==> config.mk <==
export PLATFORM = sky130hd
export DESIGN_NAME = dec16_rr_arbiter
export DESIGN_NICKNAME = d
export VERILOG_FILES = /design/src/rtl/dec16_rr_arbiter_pkg.sv /design/src/rtl/dec16_rr_arbiter_dec4to16_al.sv /design/src/rtl/dec16_rr_arbiter.sv
export SDC_FILE = /design/constraint.sdc
export NUM_CORES = 1
export LEC_CHECK = 0
export ABC_AREA = 1
export CAP_MARGIN = 20
export CORE_MARGIN = 5
export CORE_UTILIZATION = 30
export CTS_CLUSTER_DIAMETER = 80
export DETAILED_ROUTE_END_ITERATION = 16
export GPL_TIMING_DRIVEN = 1
export SLEW_MARGIN = 20
export SYNTH_ARGS = -nofsm -noshare
export SYNTH_HDL_FRONTEND = slang
export SYNTH_SLANG_ARGS = --single-unit
==> constraint.sdc <==
create_clock -name clk -period 3.4 [get_ports clk]
set_input_delay 0.51 -clock clk [delete_from_list [all_inputs] [get_ports clk]]
set_output_delay 0.51 -clock clk [all_outputs]
set_load 0.01 [all_outputs]
==> src/rtl/dec16_rr_arbiter_pkg.sv <==
// Shared types and helpers for the 16-line round-robin arbiter.
// Defines state encoding, line count and the rotating priority pick.
package dec16_rr_arbiter_pkg;

    localparam int unsigned N_LINES = 16;
    localparam int unsigned IDX_W   = 4;

    typedef enum logic [1:0] {
        ST_IDLE  = 2'd0,
        ST_GRANT = 2'd1,
        ST_GAP   = 2'd2
    } state_t;

    // First set bit of req at or after ptr, wrapping 15 -> 0.
    // Walking the offsets downwards leaves the smallest offset as the final pick.
    function automatic logic [IDX_W-1:0] rr_pick(input logic [N_LINES-1:0] req_v,
                                                 input logic [IDX_W-1:0]   ptr_v);
        logic [IDX_W-1:0] pick;
        logic [IDX_W-1:0] idx;
        pick = ptr_v;
        for (int i = N_LINES - 1; i >= 0; i--) begin
            idx = ptr_v + IDX_W'(i);
            if (req_v[idx]) begin
                pick = idx;
            end
        end
        return pick;
    endfunction

endpackage

==> src/rtl/dec16_rr_arbiter_dec4to16_al.sv <==
// Active-low 4-to-16 line decoder: Y is all ones unless en is low,
// in which case only line a is pulled low.
module dec4to16_al
    import dec16_rr_arbiter_pkg::*;
(
    input  logic [IDX_W-1:0]   a,
    input  logic               en,
    output logic [N_LINES-1:0] Y
);

    always_comb begin
        Y = '1;
        if (!en) begin
            Y = ~(N_LINES'(1) << a);
        end
    end

endmodule

==> src/rtl/dec16_rr_arbiter.sv <==
// Round-robin arbiter for 16 requesters, granting through an active-low
// index/enable pair with a mandatory idle cycle between grants.
//
// state | meaning
// IDLE  | no owner; next edge with any request picks a winner
// GRANT | a owns the resource; en low; hold counter running
// GAP   | one idle cycle with en high before arbitrating again
module dec16_rr_arbiter
    import dec16_rr_arbiter_pkg::*;
#(
    parameter int unsigned HOLD_MAX = 8
) (
    input  logic                 clk,
    input  logic                 rst_n,
    input  logic [N_LINES-1:0]   req,
    input  logic                 done,
    output logic [IDX_W-1:0]     a,
    output logic                 en,
    output logic [N_LINES-1:0]   Y,
    output logic                 busy,
    output logic                 timeout
);

    localparam logic       LIMIT_EN  = (HOLD_MAX != 0);
    localparam logic [7:0] HOLD_LAST = (HOLD_MAX == 0) ? 8'd0 : 8'(HOLD_MAX - 1);

    state_t             state_q, state_d;
    logic [IDX_W-1:0]   a_q, a_d;
    logic               en_q, en_d;
    logic [IDX_W-1:0]   ptr_q, ptr_d;
    logic [7:0]         hold_q, hold_d;
    logic               timeout_q, timeout_d;

    logic [IDX_W-1:0]   winner;
    logic               limit_hit;
    logic               normal_rel;

    assign winner     = rr_pick(req, ptr_q);
    assign limit_hit  = LIMIT_EN && (hold_q == HOLD_LAST);
    assign normal_rel = done || !req[a_q];

    always_comb begin
        state_d   = state_q;
        a_d       = a_q;
        en_d      = en_q;
        ptr_d     = ptr_q;
        hold_d    = hold_q;
        timeout_d = 1'b0;
        case (state_q)
            ST_IDLE: begin
                en_d = 1'b1;
                if (|req) begin
                    a_d     = winner;
                    en_d    = 1'b0;
                    ptr_d   = winner + IDX_W'(1);
                    hold_d  = 8'd0;
                    state_d = ST_GRANT;
                end
            end
            ST_GRANT: begin
                hold_d = hold_q + 8'd1;
                if (normal_rel || limit_hit) begin
                    en_d      = 1'b1;
                    state_d   = ST_GAP;
                    // a coincident voluntary release wins over the hold limit
                    timeout_d = limit_hit && !normal_rel;
                end
            end
            ST_GAP: begin
                en_d    = 1'b1;
                state_d = ST_IDLE;
            end
            default: begin
                en_d    = 1'b1;
                state_d = ST_IDLE;
            end
        endcase
    end

    always_ff @(posedge clk) begin
        if (!rst_n) begin
            state_q   <= ST_IDLE;
            a_q       <= '0;
            en_q      <= 1'b1;
            ptr_q     <= '0;
            hold_q    <= 8'd0;
            timeout_q <= 1'b0;
        end else begin
            state_q   <= state_d;
            a_q       <= a_d;
            en_q      <= en_d;
            ptr_q     <= ptr_d;
            hold_q    <= hold_d;
            timeout_q <= timeout_d;
        end
    end

    dec4to16_al u_dec (
        .a  (a_q),
        .en (en_q),
        .Y  (Y)
    );

    assign a       = a_q;
    assign en      = en_q;
    assign busy    = (state_q == ST_GRANT);
    assign timeout = timeout_q;

endmodule

---- Yosys cells after proc, flatten, opt, wreduce, memory -nomap -nowiden ----
Index checks and enable logic that the tools add are counted.
storage, ports and cells
  flip-flop bits (word level) ............. 20
  input bits .............................. 19
  logic and storage cells ................. 117
  output and inout bits ................... 23
cells by class
  add/sub/neg operators ................... 17
  mux-type cells .......................... 59
  equal/unequal tests ..................... 4
  shifts and indexed selects .............. 1
  bitwise gates (word level) .............. 1
  reductions and logical operators ........ 12
  magnitude comparators ................... 17
operators by type and width
  operator                                                     number
  less-than comparator 4 x 5 -> 1 bit (second input constant)  17
  binary-select mux 1 bit (select 4 bit)                       17
  2-to-1 mux 4 bit                                             16
  adder 4 bit (second input constant)                          8
  2-to-1 mux 1 bit                                             19
  adder 4 x 3 -> 4 bit (second input constant)                 4
  2-to-1 mux 16 bit                                            1
  NOT 16 bit                                                   1
  one-hot mux 8 bit (2 select lines)                           1
  OR reduction 16 bit                                          1
  << shifter 1 x 4 -> 16 bit (first input constant)            1
  adder 4 x 1 -> 4 bit (second input constant)                 2
  adder 4 x 2 -> 4 bit (second input constant)                 2
  adder 8 x 1 -> 8 bit (second input constant)                 1
  == test 8 x 3 -> 1 bit (second input constant)               1
  2-to-1 mux 8 bit                                             1
  AND reduction 2 bit                                          3
  2-to-1 mux 2 bit                                             2
  one-hot mux 2 bit (2 select lines)                           1
  AND reduction 3 bit                                          1
  == test 2 x 1 -> 1 bit (second input constant)               1
  logical NOT 1 bit                                            2
  logical NOT 2 bit                                            1
  logical OR 1 bit                                             2
  5 further kinds                                              5

---- Longest topological paths before layout ----
Gate-level depths: netlist (run 1).
  word-level depth ........................ 20
  depth in mapped cells ................... 32
  mapped depth without buffers ............ 31

---- By module ----
A second synthesis (run 1) with hierarchy kept.
unflattened totals
  cell total of the unflattened synthesis .. 532
  area, all modules ....................... 2,922.8 µm²
modules (own cells, without submodules)
  module            area each (µm²)  times used  cells an instance  sequential area each (µm²)
  dec16_rr_arbiter  2,780.2          1           503                400.4
  dec4to16_al       142.6            1           29                 0.0

---- Least setup slack after synthesis (run 1) ----
Ideal clock, no wire load.
  path type ............................... flip-flop to flip-flop
  from .................................... register ptr_q[1]
  to ...................................... register ptr_q[1]
  cell stages (with the launch flop) ...... 28
  setup time .............................. 0.128 ns
  arrival time ............................ 2.954 ns
  slack ................................... 0.319 ns
  buffers on the path ..................... 2
  clock period less this slack ............ 3.081 ns
  data required time ...................... 3.272 ns
  cell sequence ........................... dfxtp_1 inv_1 buf_2 ha_1 inv_1 buf_2 nand3_1 nand3_1 nand3_1 nand2_1 nor2_1 o21ai_1 nand2_1 nand2_1 nand2_1 nand2_1 nand2_1 nand2_1 nand2_1 nand2_1 nand2_1 nand2_1 nand2_1 nand3_1 nand2_2 ha_1 o21ai_0 a21oi_1
between the ends
  cells in the longest elaborated chain, start to end .. 20
  elaborated cells on any way between the ends .. 64
  classes of those cells .................. add/sub: 16; mux: 48
RTL lines
  what                                    line                        text
  start: declaration                      dec16_rr_arbiter.sv:30      logic [IDX_W-1:0] ptr_q, ptr_d;
  start signal: assignment                dec16_rr_arbiter.sv:92      ptr_q <= ptr_d;
  adder 4 bit                             dec16_rr_arbiter_pkg.sv:22  idx = ptr_v + IDX_W'(i);
  binary-select mux 1 bit (select 4 bit)  dec16_rr_arbiter_pkg.sv:23  if (req_v[idx]) begin
  2-to-1 mux 1 bit (implied by the code)  dec16_rr_arbiter_pkg.sv:23
  2-to-1 mux 4 bit (15 in series)         dec16_rr_arbiter_pkg.sv:23
  2-to-1 mux 4 bit (*)                    dec16_rr_arbiter_pkg.sv:23
  adder 4 x 1 -> 4 bit (*)                dec16_rr_arbiter.sv:55      ptr_d = winner + IDX_W'(1);
Mark *: on every way between the ends. The rest lies on a longest branch, timed or not. The select of a mux whose other input is x is not followed.
A chain may end at the register's enable or synchronous reset.

---- Worst setup path after layout (run 1) ----
  from .................................... register ptr_q[1]
  to ...................................... register ptr_q[2]
between the ends
  cells in the longest elaborated chain, start to end .. 20
  elaborated cells on any way between the ends .. 64
  classes of those cells .................. add/sub: 16; mux: 48
RTL lines
  what                                    line                        text
  adder 4 bit                             dec16_rr_arbiter_pkg.sv:22
  binary-select mux 1 bit (select 4 bit)  dec16_rr_arbiter_pkg.sv:23
  2-to-1 mux 1 bit (implied by the code)  dec16_rr_arbiter_pkg.sv:23
  2-to-1 mux 4 bit (15 in series)         dec16_rr_arbiter_pkg.sv:23
  2-to-1 mux 4 bit (*)                    dec16_rr_arbiter_pkg.sv:23
  named net winner[1]                     dec16_rr_arbiter.sv:34      logic [IDX_W-1:0] winner;
  adder 4 x 1 -> 4 bit (*)                dec16_rr_arbiter.sv:55
The timed path passes the listed nets; every way through them passes the cells marked *. The select of a mux whose other input is x is not followed.

==> results of run 1 <==
[registers in the layout (all words and copies together), names as in the netlist]
register,flops
ptr_q,4
timeout,1
a,4
hold_q,8
en,1
state_q,2
[synth_stat cells, drive strengths merged]
cell type / count / area share
xnor2: 1 / 0.0032
o22ai: 3 / 0.0068
nor2: 29 / 0.039
a211oi: 1 / 0.0027
o21a: 2 / 0.0054
nand3: 79 / 0.15
nor4: 5 / 0.011
clkbuf: 5 / 0.0068
o21ai: 17 / 0.032
o211ai: 1 / 0.0027
a21oi: 39 / 0.073
xor2: 3 / 0.012
ha: 9 / 0.041
inv: 73 / 0.099
o311ai: 2 / 0.0063
a22oi: 2 / 0.0054
o21bai: 1 / 0.0027
a22o: 1 / 0.0032
or2: 1 / 0.0023
dfxtp: 20 / 0.15
nor3: 1 / 0.0018
nand2: 222 / 0.31
a221oi: 2 / 0.0063
buf: 10 / 0.021
and3: 1 / 0.0023
a21o: 2 / 0.0054
nand4: 4 / 0.0091
[report_power, final]
group | internal, mW | switching (mW) | total [mW]
Sequential | 0.286 | 0.0655 | 0.351
Clock | 0.157 | 0.0803 | 0.238
Combinational | 1.25 | 2.30 | 3.55
Total | 1.70 | 2.44 | 4.14
[critical path: cells and delay by family (launching register included)]
| family | cells | cell delay [ns] |
|---|---|---|
| AO/OA/AOI/OAI | 3 | 0.36 |
| flip-flops | 1 | 0.37 |
| AND/OR/NAND/NOR | 21 | 1.39 |
| adder cells (fa/ha/maj) | 2 | 0.52 |
| buffers and inverters | 3 | 0.29 |
[per-stage QoR]
step                 util  std cells  setup slack (ns)  power, mW  hold WS, ns
finish              0.390        695             0.363       4.14        0.476
global route        0.390        695           -0.0153       4.69        0.490
CTS                 0.373        689            0.0857       3.90        0.472
detailed placement  0.365        685            0.0199       3.66        0.460
global placement    0.365        685            0.0894       3.63        0.453
floorplan               -        536             0.319       2.84        0.439
[layer usage]
layer / GRT usage / share of wire
met1: 0.215 / 0.44
met3: 0.0231 / 0.055
met4: 0.0518 / 0.018
met5: 0 / 0
met2: 0.297 / 0.48
[cell families after synthesis]
group	share of synthesized area
buffers and inverters	0.127
AND/OR/NAND/NOR	0.519
XOR/XNOR	0.0154
adder cells (fa/ha/maj)	0.0408
AO/OA/AOI/OAI	0.153
flip-flops	0.145
[cell usage in the layout, fill, tap and decap left out, types with 2 or more instances in the layout]
cell type	instances
ha_4	2
o21a_1	2
clkinvlp_4	2
o21ai_1	6
inv_2	6
a21oi_2	2
a21oi_1	37
dfxtp_1	18
o22ai_1	3
nand3_2	8
o21ai_0	10
nor4_1	5
clkdlybuf4s50_1	41
ha_1	6
a22oi_1	2
o311ai_0	2
a221oi_1	2
nand2_1	212
clkbuf_8	3
nand2_2	10
nand3_1	71
buf_4	15
nor2_1	27
inv_1	65
nor2_2	2
buf_6	2
a21o_1	2
nand4_1	4
[timing repair]
action	4_1_cts	5_1_grt
setup endpoints to repair	0	5
gates resized for setup	0	30
buffers inserted	0	5
[layout make-up]
class | instances | area, um2 | share of cell area
clock buffers | 3 | 41.3 | 0.0116
clock inverters | 1 | 30.0 | 0.00845
inverters | 73 | 280 | 0.0789
multi-input cells | 428 | 2100 | 0.592
flip-flops and latches | 20 | 405 | 0.114
well taps | 111 | 139 | 0.0391
repair buffers | 58 | 546 | 0.154
repair inverters | 1 | 7.51 | 0.00211
[worst max-delay path by stage]
| stage | from | end | slack (ns) | depth (start not counted) |
|---|---|---|---|---|
| after floorplan | ptr_q[1] | ptr_q[1] | 0.32 | 27 |
| after detailed placement | req[9] | ptr_q[1] | 0.02 | 27 |
| after global placement | req[9] | ptr_q[1] | 0.09 | 26 |
| after CTS | ptr_q[0] | ptr_q[1] | 0.09 | 26 |
| after global routing | ptr_q[1] | ptr_q[2] | -0.02 | 29 |
| final | ptr_q[1] | ptr_q[2] | 0.36 | 29 |
==> reports/qor.txt, run 1 <==
Synthesized flop and latch total: 20
CTS sink count: 20
WL final: 9.59 mm
Post-synthesis cell count: 536
Synth Cell Area: 2760 um2
Post-Syn Nets: 564
CP max stage delay: 0.37 ns
R2R cell count: 29
# rows: 35
Slew margin rel.: 0.559
Antenna fix cells: 0
Setup CP Type: reg -> reg
I/O pin total: 42
Reg-to-reg slack, setup: 0.36 ns
Leakage: 1.80 nW
Worst Path Arrival: 3.21 ns
Via density: 5.09
Antenna violations before repair: 0
Most frequent CP cell: nand2_1
Root Buffer: clkbuf_8
I/O Buffers: 41
Netlist cell types: 36
Initial Util: 0.303
WP data required: 3.57 ns
Congestion Overflow GR: 0
Share of cells above drive strength 1: 0.104
ANT nets after route: 0
Seq/Total Area, Yosys: 0.145
Hold Buf Count CTS: 0
Placed inst area: 3320 um2
DR pass1 iterations: 5
Worst Hold Launch: hold_q[7]
Avg Cell Area, Syn: 5.15 um2
Total vias in the final route: 3,535
Worst r2r src: ptr_q[1]
Clock Pin Slew Worst Setup and Hold Paths: 0.08 ns
Worst Setup End Kind: flop
Post-route cell area: 3550 um2
CTS tree: yes
CTS buffer count: 3
Fill count: 984
First-pass GRT wire length: 15.8 mm
Worst R2R End: ptr_q[2]
Hold-critical path depth: 2
DIE HEIGHT: 106 um
Clock Path Buffers: 2
Max Fclk: 329 MHz
Iteration-0 DRC Markers: 247
Largest net degree at the start of global routing: 20
Period utilization: 0.893
H-tree Lvls: 1
Max Clock Skew: 0.00633 ns
Gpl congestion: 0.906
Synth warn: 0
Hold worst-path end: hold_q[7]
DR DRC count: 0
Min-delay worst type: reg -> reg
Fin. max-slew vios: 0
Outcome: complete, no violations
Die ar.: 11,200 um2
Highest ir drop seen on vdd: 0.403 mV
Core area: 9110 um2
Worst Tran Pin Value: 0.659 ns
Total GRT Usage: 0.169
Minimum clock period: 3.04 ns
Vias in the first global route: 3,322
Routed len/inst: 13.8 um
Fin. Hold Viols: 0
Dpl hpwl: 7.58 mm
Nets: 613
Clock insertion delay at the later pin of the skew report: 0.26 ns
Final-report setup violation count: 0
Worst setup SP type: flop
Power Density: 1160 nW/um2
TNS Setup: 0 ns
Die outline width: 106 um
Crit-path max FO: 13
Area delta synth->final: 28.7%
Max-cap violation count: 0
Critical-path top delay cell: dfxtp_4
Power figures use the tool's default switching activity.
==> inputs of run 2 (changes only) <==
PLACE_DENSITY = 0.59   (was not set)
==> run 2 against run 1 <==
  * Total power down 1.3%
  * Flip-flop and latch count unchanged
  * Count of clock-buffer cells in the layout unchanged
  * Critical path depth down 4
  * Die area did not move
  * Routed wire length shrank 0.49%
  * Non-clock buffer count is 3 lower
  * Worst hold slack worse by 0.0087 ns
  * Largest cell class unchanged
  * Largest power group unchanged
==> reports/qor.txt, run 2 (synthesized netlist as in run 1, its figures left out) <==
Outcome: complete, no violations
Dpl hpwl: 7.53 mm
DR pass1 iterations: 6
Most common cell after layout, fill and taps aside: nand2_1
I/O Buffers: 41
Fin worst setup slack: 0.332 ns
DIE HEIGHT: 106 um
Largest net degree at the start of global routing: 22
Die outline width: 106 um
Setup CP Type: in -> reg
Period utilization: 0.902
Final std cells w/o fill: 692
Fill count: 1,020
Max Clock Skew: 0.00999 ns
Pre-CTS WS: 0.0720 ns
Max Fclk: 326 MHz
Min-delay worst type: reg -> reg
Worst setup SP type: input port
Max-cap violation count: 0
Share of cells above drive strength 1: 0.0843
Clock Path Buffers: 2
DR DRC count: 0
Worst Setup End Kind: flop
CTS buffer count: 3
Fin. Hold Viols: 0
Worst Path Arrival: 3.24 ns
I/O pin total: 42
CTS sink count: 20
Highest ir drop seen on vdd: 0.309 mV
Crit-path max FO: 4
Inst Count DP: 685
# rows: 35
ANT nets after route: 0
Clock Pin Slew Worst Setup and Hold Paths: 0.08 ns
Final-report setup violation count: 0
WL final: 9.54 mm
Clock insertion delay at the later pin of the skew report: 0.26 ns
Root Buffer: clkbuf_8
WP data required: 3.57 ns
CTS tree: yes
Core area: 9110 um2
Worst Tran Pin Value: 0.477 ns
Max reg flops: 8
Nets: 610
Largest register by flop count: hold_q
Congestion Overflow GR: 0
Iteration-0 DRC Markers: 169
Gpl congestion: 0.900
Initial Util: 0.303
TNS Setup: 0 ns
Worst r2r src: ptr_q[1]
Antenna fix cells: 0
Final core occ: 0.384
Power Density: 1170 nW/um2
Slew margin rel.: 0.681
Fin. max-slew vios: 0
Routed len/inst: 13.8 um
Worst Hold Slack: 0.468 ns
First-pass GRT wire length: 15.7 mm
Total GRT Usage: 0.168
Vias in the first global route: 3,332
Hold Buf Count CTS: 0
Minimum clock period: 3.07 ns
Antenna violations before repair: 0
Worst Hold Launch: hold_q[7]
Total vias in the final route: 3,561
Commonest non-fill, non-tap cells in the layout: nand2_1, nand3_1, inv_1
Area delta synth->final: 26.7%
Leakage: 1.77 nW
CP startpoint: req[9]
Die ar.: 11,200 um2
H-tree Lvls: 1
Via density: 5.15
## run 2: changes by cell type in the layout (fill, tap and decap cells not counted), sizes merged
cell  change
buf       -3
## run 2: critical path, cell delays in order
cell	delay (ns)
clkdlybuf4s50_1	0.60
nand2_1	0.11
nand3_1	0.10
nand2_1	0.07
o21ai_0	0.32
nand2_1	0.12
nand2_1	0.15
inv_1	0.08
o21ai_0	0.07
inv_1	0.06
nand2_1	0.06
nand2_1	0.04
nand2_1	0.05
nand2_1	0.05
nand2_1	0.06
nand2_1	0.05
nand2_1	0.06
nand2_1	0.05
nand2_1	0.06
nand2_2	0.08
ha_1	0.20
a21oi_1	0.13
o21ai_1	0.07
nand2_1	0.06
inv_1	0.03
## run 2: what timing repair did
item	4_1_cts	5_1_grt
endpoints found under the setup margin	0	3
gates resized for setup	0	21
setup buffers	0	2
## run 2: worst paths after layout
check / to / slack, ns / cells after the start
worst max-delay path: ptr_q[2] / 0.33 / 25
worst min register to register: hold_q[7] / 0.47 / 2
worst max register to register: ptr_q[2] / 0.37 / 27
worst min-delay path: hold_q[7] / 0.47 / 2
## run 2: area by class of cell
class	count	area [um2]	area share
multi-input cells	428	2060	0.591
repair inverters	1	7.51	0.00215
inverters	73	280	0.0802
repair buffers	55	532	0.152
flip-flops and latches	20	402	0.115
well taps	111	139	0.0397
clock buffers	3	41.3	0.0118
clock inverters	1	30.0	0.00859
## run 2: through the flow
| stage | power, mW | cell area (um2) |
|---|---|---|
| 6_report | 4.08 | 3500 |
| 5_1_grt | 4.64 | 3500 |
| 4_1_cts | 3.90 | 3390 |
| 3_5_place_dp | 3.65 | 3320 |
| 3_3_place_gp | 3.64 | 3320 |
| 2_1_floorplan | 2.84 | 2760 |
## run 2: power by group
group	internal, mW	leakage (nW)	switching (mW)
Sequential	0.283	0.164	0.0603
Combinational	1.22	1.57	2.28
Clock	0.157	0.0357	0.0784
Total	1.66	1.77	2.42
## run 2: routing by layer
layer / vias up / track usage / wire [um] / share of wire
met3: 14 / 0.0140 / 476 / 0.050
met1: 1611 / 0.216 / 4230 / 0.44
met5: - / 0 / 0 / 0
met2: 120 / 0.303 / 4680 / 0.49
li1: 1816 / - / - / -
met4: 0 / 0.0435 / 161 / 0.017
